===== config.mk =====
export PLATFORM = sky130hd
export DESIGN_NAME = mem_access_ctrl_flat
export DESIGN_NICKNAME = d
export VERILOG_FILES = /design/src/rtl/mem_access_ctrl_if.sv /design/src/rtl/mem_access_ctrl.sv /design/src/flat_wrapper.sv
export SDC_FILE = /design/constraint.sdc
export NUM_CORES = 1
export LEC_CHECK = 0
export ABC_AREA = 1
export CORE_AREA = 2 2 64 66
export CTS_CLUSTER_SIZE = 28
export DETAILED_ROUTE_END_ITERATION = 10
export DIE_AREA = 0 0 66 68
export HOLD_SLACK_MARGIN = 0.15
export PLACE_DENSITY = 0.8
export SETUP_SLACK_MARGIN = 0.4
export SLEW_MARGIN = 20
export SYNTH_ARGS = -nofsm -noshare
export SYNTH_HDL_FRONTEND = slang
export SYNTH_SLANG_ARGS = --single-unit

===== constraint.sdc =====
create_clock -name clk -period 1.97 [get_ports clk]
set_clock_uncertainty 0.15 [all_clocks]
set_input_delay 0.197 -clock clk [delete_from_list [all_inputs] [get_ports clk]]
set_output_delay 0.197 -clock clk [all_outputs]
set_load 0.02 [all_outputs]

===== src/rtl/mem_access_ctrl_if.sv =====
// Bundle of pipeline-side request signals and the data-memory port used by
// mem_access_ctrl. The slave modport is the controller's view; the master
// modport is the view of whatever drives requests and memory responses.
interface mem_access_ctrl_if;
  // Pipeline M-stage inputs
  logic       readMemFlag;
  logic       writeMemFlag;
  logic [7:0] ALUResult;
  logic [7:0] regB;
  logic       flush;
  // Data memory port
  logic       memReq;
  logic       memWe;
  logic [7:0] memAddr;
  logic [7:0] memWData;
  logic       memAck;
  logic [7:0] memRData;
  // Pipeline feedback
  logic       stall;
  logic [7:0] loadData;
  logic       loadValid;
  logic       memErr;
  // FSM state for observation (0 = IDLE, 1 = BUSY, 2 = DONE)
  logic [1:0] dbg_state;

  // Handshake: memReq is a level request held with stable memWe/memAddr/
  // memWData until the single-cycle memAck pulse completes it; memAck is
  // only honoured while the controller is BUSY.
  modport slave (
    input  readMemFlag, writeMemFlag, ALUResult, regB, flush,
    input  memAck, memRData,
    output memReq, memWe, memAddr, memWData,
    output stall, loadData, loadValid, memErr, dbg_state
  );

  modport master (
    output readMemFlag, writeMemFlag, ALUResult, regB, flush,
    output memAck, memRData,
    input  memReq, memWe, memAddr, memWData,
    input  stall, loadData, loadValid, memErr, dbg_state
  );
endinterface


===== src/rtl/mem_access_ctrl.sv =====
// M-stage data memory access controller: turns a load/store in the M stage
// into a registered request/ack transaction, stalls the pipeline while the
// access is in flight, reports illegal requests and memory timeouts through
// a sticky error flag.
module mem_access_ctrl #(
  parameter int unsigned TIMEOUT = 15  // max memReq-high cycles, 1..255
) (
  input logic              clk,
  input logic              reset,
  mem_access_ctrl_if.slave bus
);

  typedef enum logic [1:0] {
    IDLE = 2'd0,
    BUSY = 2'd1,
    DONE = 2'd2
  } state_t;

  // Counter value on the last permitted BUSY cycle without an ack
  localparam logic [7:0] CNT_LAST = 8'(TIMEOUT - 1);

  state_t     state_q, state_d;
  logic [7:0] cnt_q;
  logic       mem_req_q;
  logic       mem_we_q;
  logic [7:0] mem_addr_q;
  logic [7:0] mem_wdata_q;
  logic [7:0] load_data_q;
  logic       load_valid_q;
  logic       mem_err_q;

  logic start;      // legal access accepted this cycle
  logic illegal;    // both flags high, not flushed
  logic ack_done;   // access completes this cycle
  logic timed_out;  // access abandoned this cycle

  // State register
  always_ff @(posedge clk or posedge reset) begin
    if (reset) state_q <= IDLE;
    else       state_q <= state_d;
  end

  // Next-state and per-cycle event decode
  always_comb begin
    state_d   = state_q;
    start     = 1'b0;
    illegal   = 1'b0;
    ack_done  = 1'b0;
    timed_out = 1'b0;
    case (state_q)
      IDLE: begin
        if (!bus.flush) begin
          if (bus.readMemFlag ^ bus.writeMemFlag) begin
            start   = 1'b1;
            state_d = BUSY;
          end else if (bus.readMemFlag && bus.writeMemFlag) begin
            illegal = 1'b1;
          end
        end
      end
      BUSY: begin
        // An ack on the timeout cycle still counts as completion
        if (bus.memAck) begin
          ack_done = 1'b1;
          state_d  = DONE;
        end else if (cnt_q == CNT_LAST) begin
          timed_out = 1'b1;
          state_d   = IDLE;
        end
      end
      DONE:    state_d = IDLE;
      default: state_d = IDLE;
    endcase
  end

  // Request latch, timeout counter, load result and sticky error
  always_ff @(posedge clk or posedge reset) begin
    if (reset) begin
      cnt_q        <= 8'd0;
      mem_req_q    <= 1'b0;
      mem_we_q     <= 1'b0;
      mem_addr_q   <= 8'd0;
      mem_wdata_q  <= 8'd0;
      load_data_q  <= 8'd0;
      load_valid_q <= 1'b0;
      mem_err_q    <= 1'b0;
    end else begin
      load_valid_q <= 1'b0;
      if (start) begin
        mem_req_q   <= 1'b1;
        mem_we_q    <= bus.writeMemFlag;
        mem_addr_q  <= bus.ALUResult;
        mem_wdata_q <= bus.regB;
        cnt_q       <= 8'd0;
      end
      if (state_q == BUSY && !ack_done && !timed_out) begin
        cnt_q <= cnt_q + 8'd1;
      end
      if (ack_done) begin
        mem_req_q <= 1'b0;
        if (!mem_we_q) begin
          load_data_q  <= bus.memRData;
          load_valid_q <= 1'b1;
        end
      end
      if (timed_out) begin
        mem_req_q <= 1'b0;
        mem_err_q <= 1'b1;
      end
      if (illegal) begin
        mem_err_q <= 1'b1;
      end
    end
  end

  // Stall covers the accepting IDLE cycle and every BUSY cycle
  always_comb begin
    bus.stall = start || (state_q == BUSY);
  end

  assign bus.memReq    = mem_req_q;
  assign bus.memWe     = mem_we_q;
  assign bus.memAddr   = mem_addr_q;
  assign bus.memWData  = mem_wdata_q;
  assign bus.loadData  = load_data_q;
  assign bus.loadValid = load_valid_q;
  assign bus.memErr    = mem_err_q;
  assign bus.dbg_state = state_q;

endmodule


===== src/flat_wrapper.sv =====
// flat-port wrapper written by rule: the top's interface ports become plain ports
module mem_access_ctrl_flat 
#(
  parameter int unsigned TIMEOUT = 15                                   
)
  (clk, reset, bus_readMemFlag, bus_writeMemFlag, bus_ALUResult, bus_regB, bus_flush, bus_memAck, bus_memRData, bus_memReq, bus_memWe, bus_memAddr, bus_memWData, bus_stall, bus_loadData, bus_loadValid, bus_memErr, bus_dbg_state);
  mem_access_ctrl_if bus_i ();
  input logic clk;
  input logic reset;
  input wire logic [$bits(bus_i.readMemFlag)-1:0] bus_readMemFlag;
  input wire logic [$bits(bus_i.writeMemFlag)-1:0] bus_writeMemFlag;
  input wire logic [$bits(bus_i.ALUResult)-1:0] bus_ALUResult;
  input wire logic [$bits(bus_i.regB)-1:0] bus_regB;
  input wire logic [$bits(bus_i.flush)-1:0] bus_flush;
  input wire logic [$bits(bus_i.memAck)-1:0] bus_memAck;
  input wire logic [$bits(bus_i.memRData)-1:0] bus_memRData;
  output wire logic [$bits(bus_i.memReq)-1:0] bus_memReq;
  output wire logic [$bits(bus_i.memWe)-1:0] bus_memWe;
  output wire logic [$bits(bus_i.memAddr)-1:0] bus_memAddr;
  output wire logic [$bits(bus_i.memWData)-1:0] bus_memWData;
  output wire logic [$bits(bus_i.stall)-1:0] bus_stall;
  output wire logic [$bits(bus_i.loadData)-1:0] bus_loadData;
  output wire logic [$bits(bus_i.loadValid)-1:0] bus_loadValid;
  output wire logic [$bits(bus_i.memErr)-1:0] bus_memErr;
  output wire logic [$bits(bus_i.dbg_state)-1:0] bus_dbg_state;
  assign bus_i.readMemFlag = bus_readMemFlag;
  assign bus_i.writeMemFlag = bus_writeMemFlag;
  assign bus_i.ALUResult = bus_ALUResult;
  assign bus_i.regB = bus_regB;
  assign bus_i.flush = bus_flush;
  assign bus_i.memAck = bus_memAck;
  assign bus_i.memRData = bus_memRData;
  assign bus_memReq = bus_i.memReq;
  assign bus_memWe = bus_i.memWe;
  assign bus_memAddr = bus_i.memAddr;
  assign bus_memWData = bus_i.memWData;
  assign bus_stall = bus_i.stall;
  assign bus_loadData = bus_i.loadData;
  assign bus_loadValid = bus_i.loadValid;
  assign bus_memErr = bus_i.memErr;
  assign bus_dbg_state = bus_i.dbg_state;
  mem_access_ctrl #(.TIMEOUT(TIMEOUT)) u_core (.clk(clk), .reset(reset), .bus(bus_i));
endmodule

# After elaboration in Yosys (flattened, before gate mapping)
# Index checks and enable logic that the tools add are counted.
# totals
out_inout_bits	31
register_bits	38
in_bits	30
wordCells	55
# op_classes
n_mux	26
reduce_logical	12
n_eq_ne	5
addsub	1
bitwise	2
# ops
operator	n
1-bit two-way mux	19
8-bit two-way mux	2
8-bit by 1-bit adder with 8-bit output, second input constant	1
8-bit by 4-bit == test with 1-bit output, second input constant	1
2-bit two-way mux	4
2-bit one-hot mux with 2 select lines	1
2-bit nonzero test	2
1-bit logical AND	3
3-bit by 2-bit != test with 1-bit output, second input constant	1
3-bit AND reduction	1
3-bit nonzero test	1
2-bit by 1-bit == test with 1-bit output, second input constant	1
1-bit logical NOT	2
2-bit logical NOT	1
2-bit by 1-bit != test with 1-bit output, second input constant	1
2-bit != test, second input constant	1
2-bit AND reduction	1
1-bit logical OR	1
1-bit inverter	1
1-bit XOR	1

# Longest topological paths before layout
# Gate-level depths: netlist (run 1).
# depth
ltp_word	7
depth_mapped	8
mapped_depth_nobuf	8

# Worst setup path before layout (run 1)
# No wires, ideal clock.
# synth_path
path_kind	register to output
from	register u_core.state_q[0], in the netlist u_core.bus.dbg_state[0]
to	output port bus_stall
stages_incl_launch_ff	5
setup_slack_ps	493
arrival_ps	1130
path_buffers	1
required_time_ps	1623
path_cell_list	dfrtp_1 > nor2_2 > nand3_2 > buf_2 > nand2_1
# synth_via
elab_chain_len	3
word_cells_on_any_way	4
classes_between	eq/ne (1); mux (1); reduce/logical (2)
# synth_rtl
element	line_no	source
start: declaration	mem_access_ctrl.sv:22	state_t state_q, state_d;
start signal: assignment	mem_access_ctrl.sv:40	else state_q <= state_d;
2-bit logical NOT	mem_access_ctrl.sv:50	case (state_q)
1-bit two-way mux	mem_access_ctrl.sv:50	
1-bit logical OR *	mem_access_ctrl.sv:118	bus.stall = start || (state_q == BUSY);
end: declaration	flat_wrapper.sv:21	output wire logic [$bits(bus_i.stall)-1:0] bus_stall;
# Mark *: on every way between the ends. The rest lies on a longest branch, timed or not.

# Worst setup path in the final report (run 1)
# Same ends and word-level chain as after synthesis.

==> results of run 1 <==
[kinds of logic after synthesis]
group                    after synthesis  share of synthesized area [%]
AND/OR/NAND/NOR                      134                           33.1
flip-flops                            38                           56.0
adder cells (fa/ha/maj)                3                           2.21
buffers and inverters                 20                           5.09
XOR/XNOR                               2                           1.03
AO/OA/AOI/OAI                          6                           2.51
[flip-flops by register name, indices dropped and copies added, names as in the netlist]
register / count
u_core.bus.memErr: 1
u_core.cnt_q: 8
u_core.bus.memWe: 1
u_core.bus.memWData: 8
u_core.bus.memReq: 1
u_core.bus.loadValid: 1
u_core.bus.memAddr: 8
u_core.bus.loadData: 8
u_core.bus.dbg_state: 2
[synth_stat cells, drive strengths merged (2+ instances only)]
cell type,number,share of area [%]
o21ai,4,1.8
nor2,11,3.2
xor2,2,1.0
dfrtp,38,56
nand3,17,6.0
ha,3,2.2
inv,16,3.5
buf,3,1.3
nand2,105,24
[layout make-up]
cell class | count | area (sq um)
timing repair buffer | 68 | 633
tap | 50 | 62.6
clock inverter | 1 | 7.51
multi-input combinational | 146 | 693
sequential | 38 | 951
inverter | 17 | 65.1
fill | 335 | 1370
clock buffer | 6 | 72.6
[power by group through the flow]
stage                     Clock, mW  Combinational, mW  Sequential, mW
after floorplan                   0              0.327            1.42
after global placement            0               1.16            1.17
after detailed placement          0               1.18            1.17
after CTS                     0.511               1.03            1.15
after global routing          0.539               1.16            1.19
final                         0.500               1.06            1.15
[worst paths after layout]
check | start | slack, ns | end | cells after the start
max in group asynchronous | reset | 1.18 | u_core.bus.dbg_state[0] | 3
worst max-delay path | u_core.bus.dbg_state[0] | 0.49 | bus_stall | 4
min in group clk | bus_readMemFlag | 0.20 | u_core.bus.memErr | 4
worst max register to register | u_core.cnt_q[0] | 0.50 | u_core.bus.memReq | 7
worst min register to register | u_core.bus.memErr | 0.32 | u_core.bus.memErr | 2
worst min-delay path | reset | 0.16 | u_core.bus.memWData[3] | 3
[worst register-to-register path: stages, from the launching register on]
cell	delay, ns
dfrtp_1	0.42
inv_2	0.09
ha_2	0.20
nand3_4	0.11
nor2_4	0.16
nand2_1	0.08
o21ai_0	0.10
nor2_1	0.06
[metrics by stage]
step / TNS, ns / setup slack (ns) / hold slack, ns
6_report: 0 / 0.490 / 0.160
5_1_grt: 0 / 0.394 / 0.209
4_1_cts: 0 / 0.361 / 0.186
3_5_place_dp: -0.0738 / -0.0738 / 0.303
3_3_place_gp: -0.0189 / -0.0189 / 0.301
2_1_floorplan: 0 / 0.493 / 0.157
[repair_timing]
action,4_1_cts,5_1_grt
endpoints found under the setup margin,48,29
cloned,0,1
pin swaps,0,2
setup buffers,0,2
resized for setup,33,11
[layer usage]
| metal | up-vias | global-route usage [%] |
|---|---|---|
| met4 | 0 | 9.69 |
| li1 | 770 | - |
| met1 | 698 | 20.5 |
| met5 | - | 0 |
| met2 | 39 | 29.3 |
| met3 | 7 | 3.45 |
==> metrics, run 1 <==
status=finished clean; Peak VDD IR=0.631 mV; chip height=68 um; final cell area excluding filler cells=2480 sq um; async set-reset flop share out of synthesis=100%; CTS tree=done; Syn Area/Cell=8.36 sq um; initial antenna violation count=0; HP Class=in2async; commonest non-fill, non-tap cell in the layout=nand2_1; slowest cell on the critical path=dfrtp_1; Post-CTS Hold Buffers=0; Port Buffers=60; M1 WL=1590 um; routed wl met3=205 um; sequential share of the synthesized area=56.0%; Via density=4.64; Clk pin slew, worst setup/hold paths=0.07 ns; flop and latch count out of synthesis=38; global-route wire length before repair=5820 um; clock latency on the worst-skew pair=0.28 ns; Layout area overhead=46.5%; worst path buffer plus inverter count=1; CP Capture Type=output port; Tot GR Track Use=17.2%; met2 wire length=1900 um; relative slew slack=69.4%; pwr dens=1090 nW/um^2; Post-synth EDFFs=0; Cell Area, Synth=1700 sq um; Cells after DPL=316; post-DP HPWL=2690 um; core area=3860 sq um; GPL Wtd Cong=0.800; crit path time final=1.48 ns; switching pwr=1.02 mW; prevailing post-synth register cell=dfrtp_1; CP Data Arrival Time=1.13 ns; CTS root buf=clkbuf_8; Logic pwr share=39.1%; total CTS buffers=5; Fmax=676 MHz; switch share=37.7%; crit-path max cell delay=0.41 ns; Worst-Margin Slew=0.459 ns; row cnt=23; Pleak=1.37 nW; antenna viol nets, final=0; vias in the first global route=1415; H-tree levels=2; Largest delay share family, worst path=flip-flops; nets@finish=309; DRC violations left=0; Post-Route WL=3780 um; DRT iter0 DRCs=49; maximum buffer depth of the clock tree=2; period utilisation layout=75.1%; grt total ovfl=0; DR pass1 iterations=4; I/O pins=61; clk sinks=38; Die Area=4490 sq um; share of cells above drive strength 1=11.2%; largest net degree at the start of global routing=39; clock share of power=18.4%; routed len/inst=11.6 um; Final Non-Filler Cells=326; via count=1514; Max Used Layer=met4; starting density of the core=44.0%; most frequent cells in the layout=103 x nand2_1, 38 x dfrtp_1, 29 x dlygate4sd2_1, 27 x clkdlybuf4s50_1, 15 x nand3_1; Crit Path Max Fanout=4; sequential power share=42.4%; WP data required=1.62 ns; diodes inserted=0; P_int=1.69 mW; Placement Cell Area=2380 sq um; Critical Path Start Type=flop; Power Total=2.71 mW; chip width=66 um; syn nets=236; Netlist cell types=20; Ys Warns=0; final setup fails=0; Crit Path Category=reg2out; crit-path cells=nor2_2, nand3_2, nand2_1, buf_4; fin util=64.4%; RSZ-0062 raised after global routing=true; Slew Viols, Final=0; Final Hold Fails=0; Synth Instances=203; max cap viols=0
Note: power is estimated with default switching activity, not from simulation.
==> run 2, diff against run 1 <==
--- a/config.mk
+++ b/config.mk
@@ -6,12 +6,12 @@
 export NUM_CORES = 1
 export LEC_CHECK = 0
 export ABC_AREA = 1
-export CORE_AREA = 2 2 64 66
+export CORE_AREA = 2 2 69 71
 export CTS_CLUSTER_SIZE = 28
 export DETAILED_ROUTE_END_ITERATION = 10
-export DIE_AREA = 0 0 66 68
+export DIE_AREA = 0 0 71 73
 export HOLD_SLACK_MARGIN = 0.15
-export PLACE_DENSITY = 0.8
+export PLACE_DENSITY = 0.73
 export SETUP_SLACK_MARGIN = 0.4
 export SLEW_MARGIN = 20
 export SYNTH_ARGS = -nofsm -noshare
==> constraint.sdc (replaced) <==
create_clock -name clk -period 1.3 [get_ports clk]
set_clock_uncertainty 0.15 [all_clocks]
set_input_delay 0.13 -clock clk [delete_from_list [all_inputs] [get_ports clk]]
set_output_delay 0.13 -clock clk [all_outputs]
set_load 0.02 [all_outputs]
==> run 2 against run 1 <==
  * The flow now finishes with violations (negative setup slack)
  * Setup slack worse by 0.66 ns
  * Wire length up 54%
  * Count of clock-buffer cells in the layout unchanged
  * Critical endpoint is now u_core.cnt_q[0]
  * Via count up 25%
  * Largest power group is now combinational cells
  * Flip-flop and latch count unchanged
  * Cell area up 36%
  * Clock power rose to 2.5 times the previous value
  * Non-clock buffer count up 44
  * Utilization up 10 points
  * Sequential share of layout area down 10 points
  * Sequential power up 62%
==> metrics, run 2 (same netlist as run 1, synthesis figures left out) <==
reg2reg end=u_core.cnt_q[0]; global-route wire length before repair=7380 um; antenna viol nets, final=0; sequential power share=30.7%; most frequent cells in the layout=55 x nand2_1, 40 x nand2_2, 40 x buf_4, 36 x buf_6, 35 x dfrtp_1; DR pass1 iterations=4; diodes inserted=0; reg2reg start=u_core.cnt_q[0]; slowest cell on the critical path=dfrtp_1; chip width=71 um; post-DP HPWL=3020 um; DRT iter0 DRCs=114; Filler Cells Inserted=268; Port Buffers=60; H-tree levels=2; HP Class=in2async; Peak VDD IR=1.15 mV; FF+latch area=955 sq um; Final Hold Fails=0; share of cells above drive strength 1=52.5%; CP Capture Type=flop; status=finished, violations left; via count=1888; crit-path cells=inv_2, ha_4, nand3_4, nor2_4, nor2_4, buf_6, nand2_2, nand2_2; Layout area overhead=99.1%; Worst path depth=8; CTS root buf=clkbuf_8; reg2reg path depth=8; core area=4540 sq um; total CTS buffers=5; largest net degree at the start of global routing=25; WP data required=1.33 ns; Worst-Margin Slew=0.278 ns; Power Total=6.05 mW; worst path buffer plus inverter count=2; clock latency on the worst-skew pair=0.28 ns; CTS tree=done; switch share=34.9%; relative slew slack=81.5%; pwr dens=1790 nW/um^2; routed len/inst=15.3 um; crit path time final=1.47 ns; final setup fails=34; starting density of the core=37.4%; CP Data Arrival Time=1.50 ns; Crit Path Max Fanout=4; Largest delay share family, worst path=simple AND/OR/NAND/NOR gates; Min Hold Slack=0.0957 ns; chip height=73 um; CP endpoint=u_core.cnt_q[0]; clk sinks=38; worst setup path start=u_core.cnt_q[0]; Clk pin slew, worst setup/hold paths=0.08 ns; Post-Route WL=5830 um; row cnt=25; Logic pwr share=48.6%; grt total ovfl=0; area of the multi-input gates=935 sq um; Die Area=5180 sq um; vias in the first global route=1657; I/O pins=61; RSZ-0062 raised after global routing=true; clock share of power=20.7%; Fmax=679 MHz; DRC violations left=0; Setup WS post-layout=-0.172 ns; Crit Path Category=reg2reg; crit-path max cell delay=0.41 ns; commonest non-fill, non-tap cell in the layout=nand2_1; Reg2Reg Setup Slack=-0.17 ns; Critical Path Start Type=flop; Pleak=1.72 nW; Tot GR Track Use=18.0%; period utilisation layout=113%; Slew Viols, Final=0; P_int=3.94 mW; nets@finish=358; switching pwr=2.11 mW; failing checks=negative setup slack; Via density=4.97; initial antenna violation count=0; max cap viols=0; GPL Wtd Cong=0.866; maximum buffer depth of the clock tree=2
-- run 2: changes by cell type in the layout (fill, tap and decap cells not counted), sizes merged --
cell / delta
nand2: +1
dlygate4sd2: -27
buf: +71
inv: +1
clkinv: +2
dlymetal6s2s: -3
clkbuf: +3
bufinv: +2
-- run 2: final cells by class --
class	count	share of cell area, %
well taps	54	2.00
multi-input cells	147	27.7
flip-flops and latches	38	28.3
clock inverters	2	1.78
inverters	17	2.59
repair inverters	4	1.41
repair buffers	112	33.9
clock buffers	6	2.44
-- run 2: through the flow --
stage	instances	setup TNS (ns)	cell area, sq um	setup WS, ns	util [%]
after floorplan	203	0	1750	0.0263	-
after global placement	334	-12.87	2550	-0.572	56.3
after detailed placement	334	-14.87	2550	-0.610	56.3
after CTS	353	-2.15	2880	-0.108	63.4
after global routing	380	-4.70	3380	-0.238	74.5
final	380	-2.78	3380	-0.172	74.5
-- run 2: metal layers --
metal / part of all wire, % / track usage (%)
met2: 56 / 29.7
met3: 5.7 / 4.70
met1: 37 / 22.9
met5: 0 / 0
met4: 1.1 / 6.29
-- run 2: power by group through the flow --
| stage | Clock (mW) | Combinational (mW) | Sequential [mW] |
|---|---|---|---|
| finish | 1.25 | 2.94 | 1.86 |
| CTS | 1.26 | 2.26 | 1.82 |
| floorplan | 0 | 0.544 | 2.18 |
| global placement | 0 | 1.94 | 1.77 |
| detailed placement | 0 | 2.00 | 1.77 |
| global route | 1.33 | 3.13 | 1.90 |
-- run 2: worst reg2reg max path: cells and delay by family, from the launching register on --
| kind | cells | cell delay (ns) |
|---|---|---|
| adder cells (fa/ha/maj) | 1 | 0.14 |
| flip-flops | 1 | 0.41 |
| buffers and inverters | 2 | 0.22 |
| AND/OR/NAND/NOR | 5 | 0.46 |
-- run 2: worst min path at each step --
stage                               start                      to
finish                              reset  u_core.bus.memWData[6]
detailed placement  u_core.bus.memAddr[5]   u_core.bus.memAddr[5]
floorplan                           reset  u_core.bus.loadData[0]
CTS                                 reset   u_core.bus.memAddr[5]
global route                        reset  u_core.bus.memWData[4]
global placement        u_core.bus.memErr       u_core.bus.memErr
-- run 2: repair_timing --
item                       4_1_cts  5_1_grt
hold endpoints to repair        38       38
gates cloned                     2        8
gates resized for setup        200       78
setup endpoints to repair       69       69
pin swaps                        4       23
setup buffers                    9       19
==> run 3, diff against run 2 <==
--- a/config.mk
+++ b/config.mk
@@ -6,11 +6,12 @@
 export NUM_CORES = 1
 export LEC_CHECK = 0
 export ABC_AREA = 1
-export CORE_AREA = 2 2 69 71
+export CORE_AREA = 5 5 72 74
 export CTS_CLUSTER_SIZE = 28
 export DETAILED_ROUTE_END_ITERATION = 10
-export DIE_AREA = 0 0 71 73
+export DIE_AREA = 0 0 77 79
 export HOLD_SLACK_MARGIN = 0.15
+export MAX_ROUTING_LAYER = met4
 export PLACE_DENSITY = 0.73
 export SETUP_SLACK_MARGIN = 0.4
 export SLEW_MARGIN = 20
==> run 3 against run 2 <==
  * Combinational power shrank 15%
  * Power down 7.7%
  * The flow still finishes with violations (negative setup slack)
  * Critical path depth decreased by 2
  * Via count is 9.4% lower
  * Largest cell class unchanged
  * Maximum frequency is 3.9% higher
  * Worst hold slack lost 0.023 ns
  * Wire length fell by 17%
  * Count of clock-buffer cells in the layout stayed put
  * Non-clock buffer count down 14
  * Largest power group unchanged
  * Clock power is essentially flat
==> metrics, run 3 (same netlist as run 1, synthesis figures left out) <==
Power Total=5.58 mW; most frequent cells in the layout=88 x nand2_1, 37 x buf_6, 36 x dfrtp_1, 27 x clkdlybuf4s50_1, 27 x buf_4; diodes inserted=0; CP Data Arrival Time=1.49 ns; DR pass1 iterations=4; Worst-Margin Slew=0.274 ns; Peak VDD IR=1.09 mV; GPL Wtd Cong=0.828; area of the multi-input gates=851 sq um; Final Hold Fails=0; pwr dens=1800 nW/um^2; clock latency on the worst-skew pair=0.28 ns; Setup WS post-layout=-0.117 ns; CTS root buf=clkbuf_8; Fmax=706 MHz; P_int=3.70 mW; nets@finish=339; Crit Path Max Fanout=7; WP data required=1.37 ns; chip height=79 um; CTS tree=done; maximum buffer depth of the clock tree=2; Crit Path Category=reg2reg; share of cells above drive strength 1=40.4%; vias in the first global route=1699; Via density=4.74; HP Class=in2async; final setup fails=27; DRC violations left=0; Pleak=1.56 nW; crit-path max cell delay=0.45 ns; crit path time final=1.42 ns; slowest cell on the critical path=dfrtp_2; switch share=33.8%; Post-Route WL=4860 um; via count=1710; antenna viol nets, final=0; row cnt=25; Port Buffers=60; Logic pwr share=45.0%; switching pwr=1.89 mW; post-DP HPWL=3050 um; Largest delay share family, worst path=simple AND/OR/NAND/NOR gates; Filler Cells Inserted=320; I/O pins=61; sequential power share=33.1%; routed len/inst=13.5 um; Tot GR Track Use=16.2%; clock share of power=21.9%; relative slew slack=81.7%; Layout area overhead=82.7%; starting density of the core=37.4%; largest net degree at the start of global routing=25; commonest non-fill, non-tap cell in the layout=nand2_1; core area=4540 sq um; Slew Viols, Final=0; failing checks=negative setup slack; global-route wire length before repair=7730 um; H-tree levels=2; grt total ovfl=0; worst path buffer plus inverter count=2; Critical Path Start Type=flop; DRT iter0 DRCs=86; Cells after DPL=333; clk sinks=38; RSZ-0062 raised after global routing=true; period utilisation layout=109%; Final Non-Filler Cells=361; status=finished, violations left; initial antenna violation count=0; CP Capture Type=flop; FF+latch area=953 sq um; Die Area=6080 sq um; crit-path cells=inv_4, buf_6, nand3_4, nor2_4, nand3_1, nand2_1; total CTS buffers=5; chip width=77 um; max cap viols=0; Clk pin slew, worst setup/hold paths=0.07 ns
-- run 3: cell type report --
| cell class | instances | area share [%] |
|---|---|---|
| well taps | 54 | 2.18 |
| multi-input cells | 146 | 27.5 |
| clock buffers | 6 | 2.66 |
| clock inverters | 2 | 1.94 |
| flip-flops and latches | 38 | 30.8 |
| inverters | 17 | 2.91 |
| repair buffers | 98 | 32.1 |
-- run 3: tightest hold or removal path, stage by stage --
cell and delay [ns]:
clkdlybuf4s50_1 0.45, clkinvlp_4 0.11, buf_12 0.18
-- run 3: power groups by stage --
stage	clock network (mW)	logic (mW)	registers (mW)
4_1_cts	1.25	2.30	1.84
5_1_grt	1.30	2.70	1.89
3_5_place_dp	0	1.96	1.78
2_1_floorplan	0	0.544	2.18
6_report	1.23	2.51	1.85
3_3_place_gp	0	1.93	1.77
-- run 3: repair_timing --
action / 4_1_cts / 5_1_grt
cloned: 4 / 0
resized for setup: 226 / 15
endpoints found under the hold margin: 38 / 38
pin swaps: 17 / 10
setup endpoints to repair: 69 / 69
setup buffers: 7 / 9
-- run 3: path summary, 6_finish.rpt --
path | start | endpoint | depth (start not counted) | slack (ns)
worst max-delay path | u_core.bus.dbg_state[1] | u_core.cnt_q[7] | 6 | -0.12
worst min-delay path | reset | u_core.bus.memAddr[6] | 3 | 0.07
worst max register to register | u_core.bus.dbg_state[1] | u_core.cnt_q[7] | 6 | -0.12
worst min register to register | u_core.bus.memAddr[3] | u_core.bus.memAddr[3] | 2 | 0.35
max in group asynchronous | reset | u_core.bus.dbg_state[0] | 3 | 0.70
min in group clk | bus_regB[5] | u_core.bus.memWData[5] | 3 | 0.22
-- run 3: per-layer routing --
layer	track usage [%]	up-vias	wire, um
met5	-	-	0
li1	-	833	-
met1	17.7	821	1930
met2	27.9	50	2550
met3	5.56	6	328
met4	4.98	0	42
-- run 3: metrics by stage --
| stage | util (%) | setup TNS, ns | area (sq um) | hold slack, ns | setup slack [ns] |
|---|---|---|---|---|---|
| finish | 68.3 | -1.13 | 3100 | 0.0731 | -0.117 |
| global route | 68.3 | -3.38 | 3100 | 0.0709 | -0.172 |
| CTS | 65.5 | -1.48 | 2970 | 0.0692 | -0.123 |
| detailed placement | 56.2 | -14.89 | 2550 | 0.308 | -0.593 |
| global placement | 56.2 | -14.33 | 2550 | 0.305 | -0.579 |
| floorplan | - | 0 | 1750 | -0.0540 | 0.0263 |
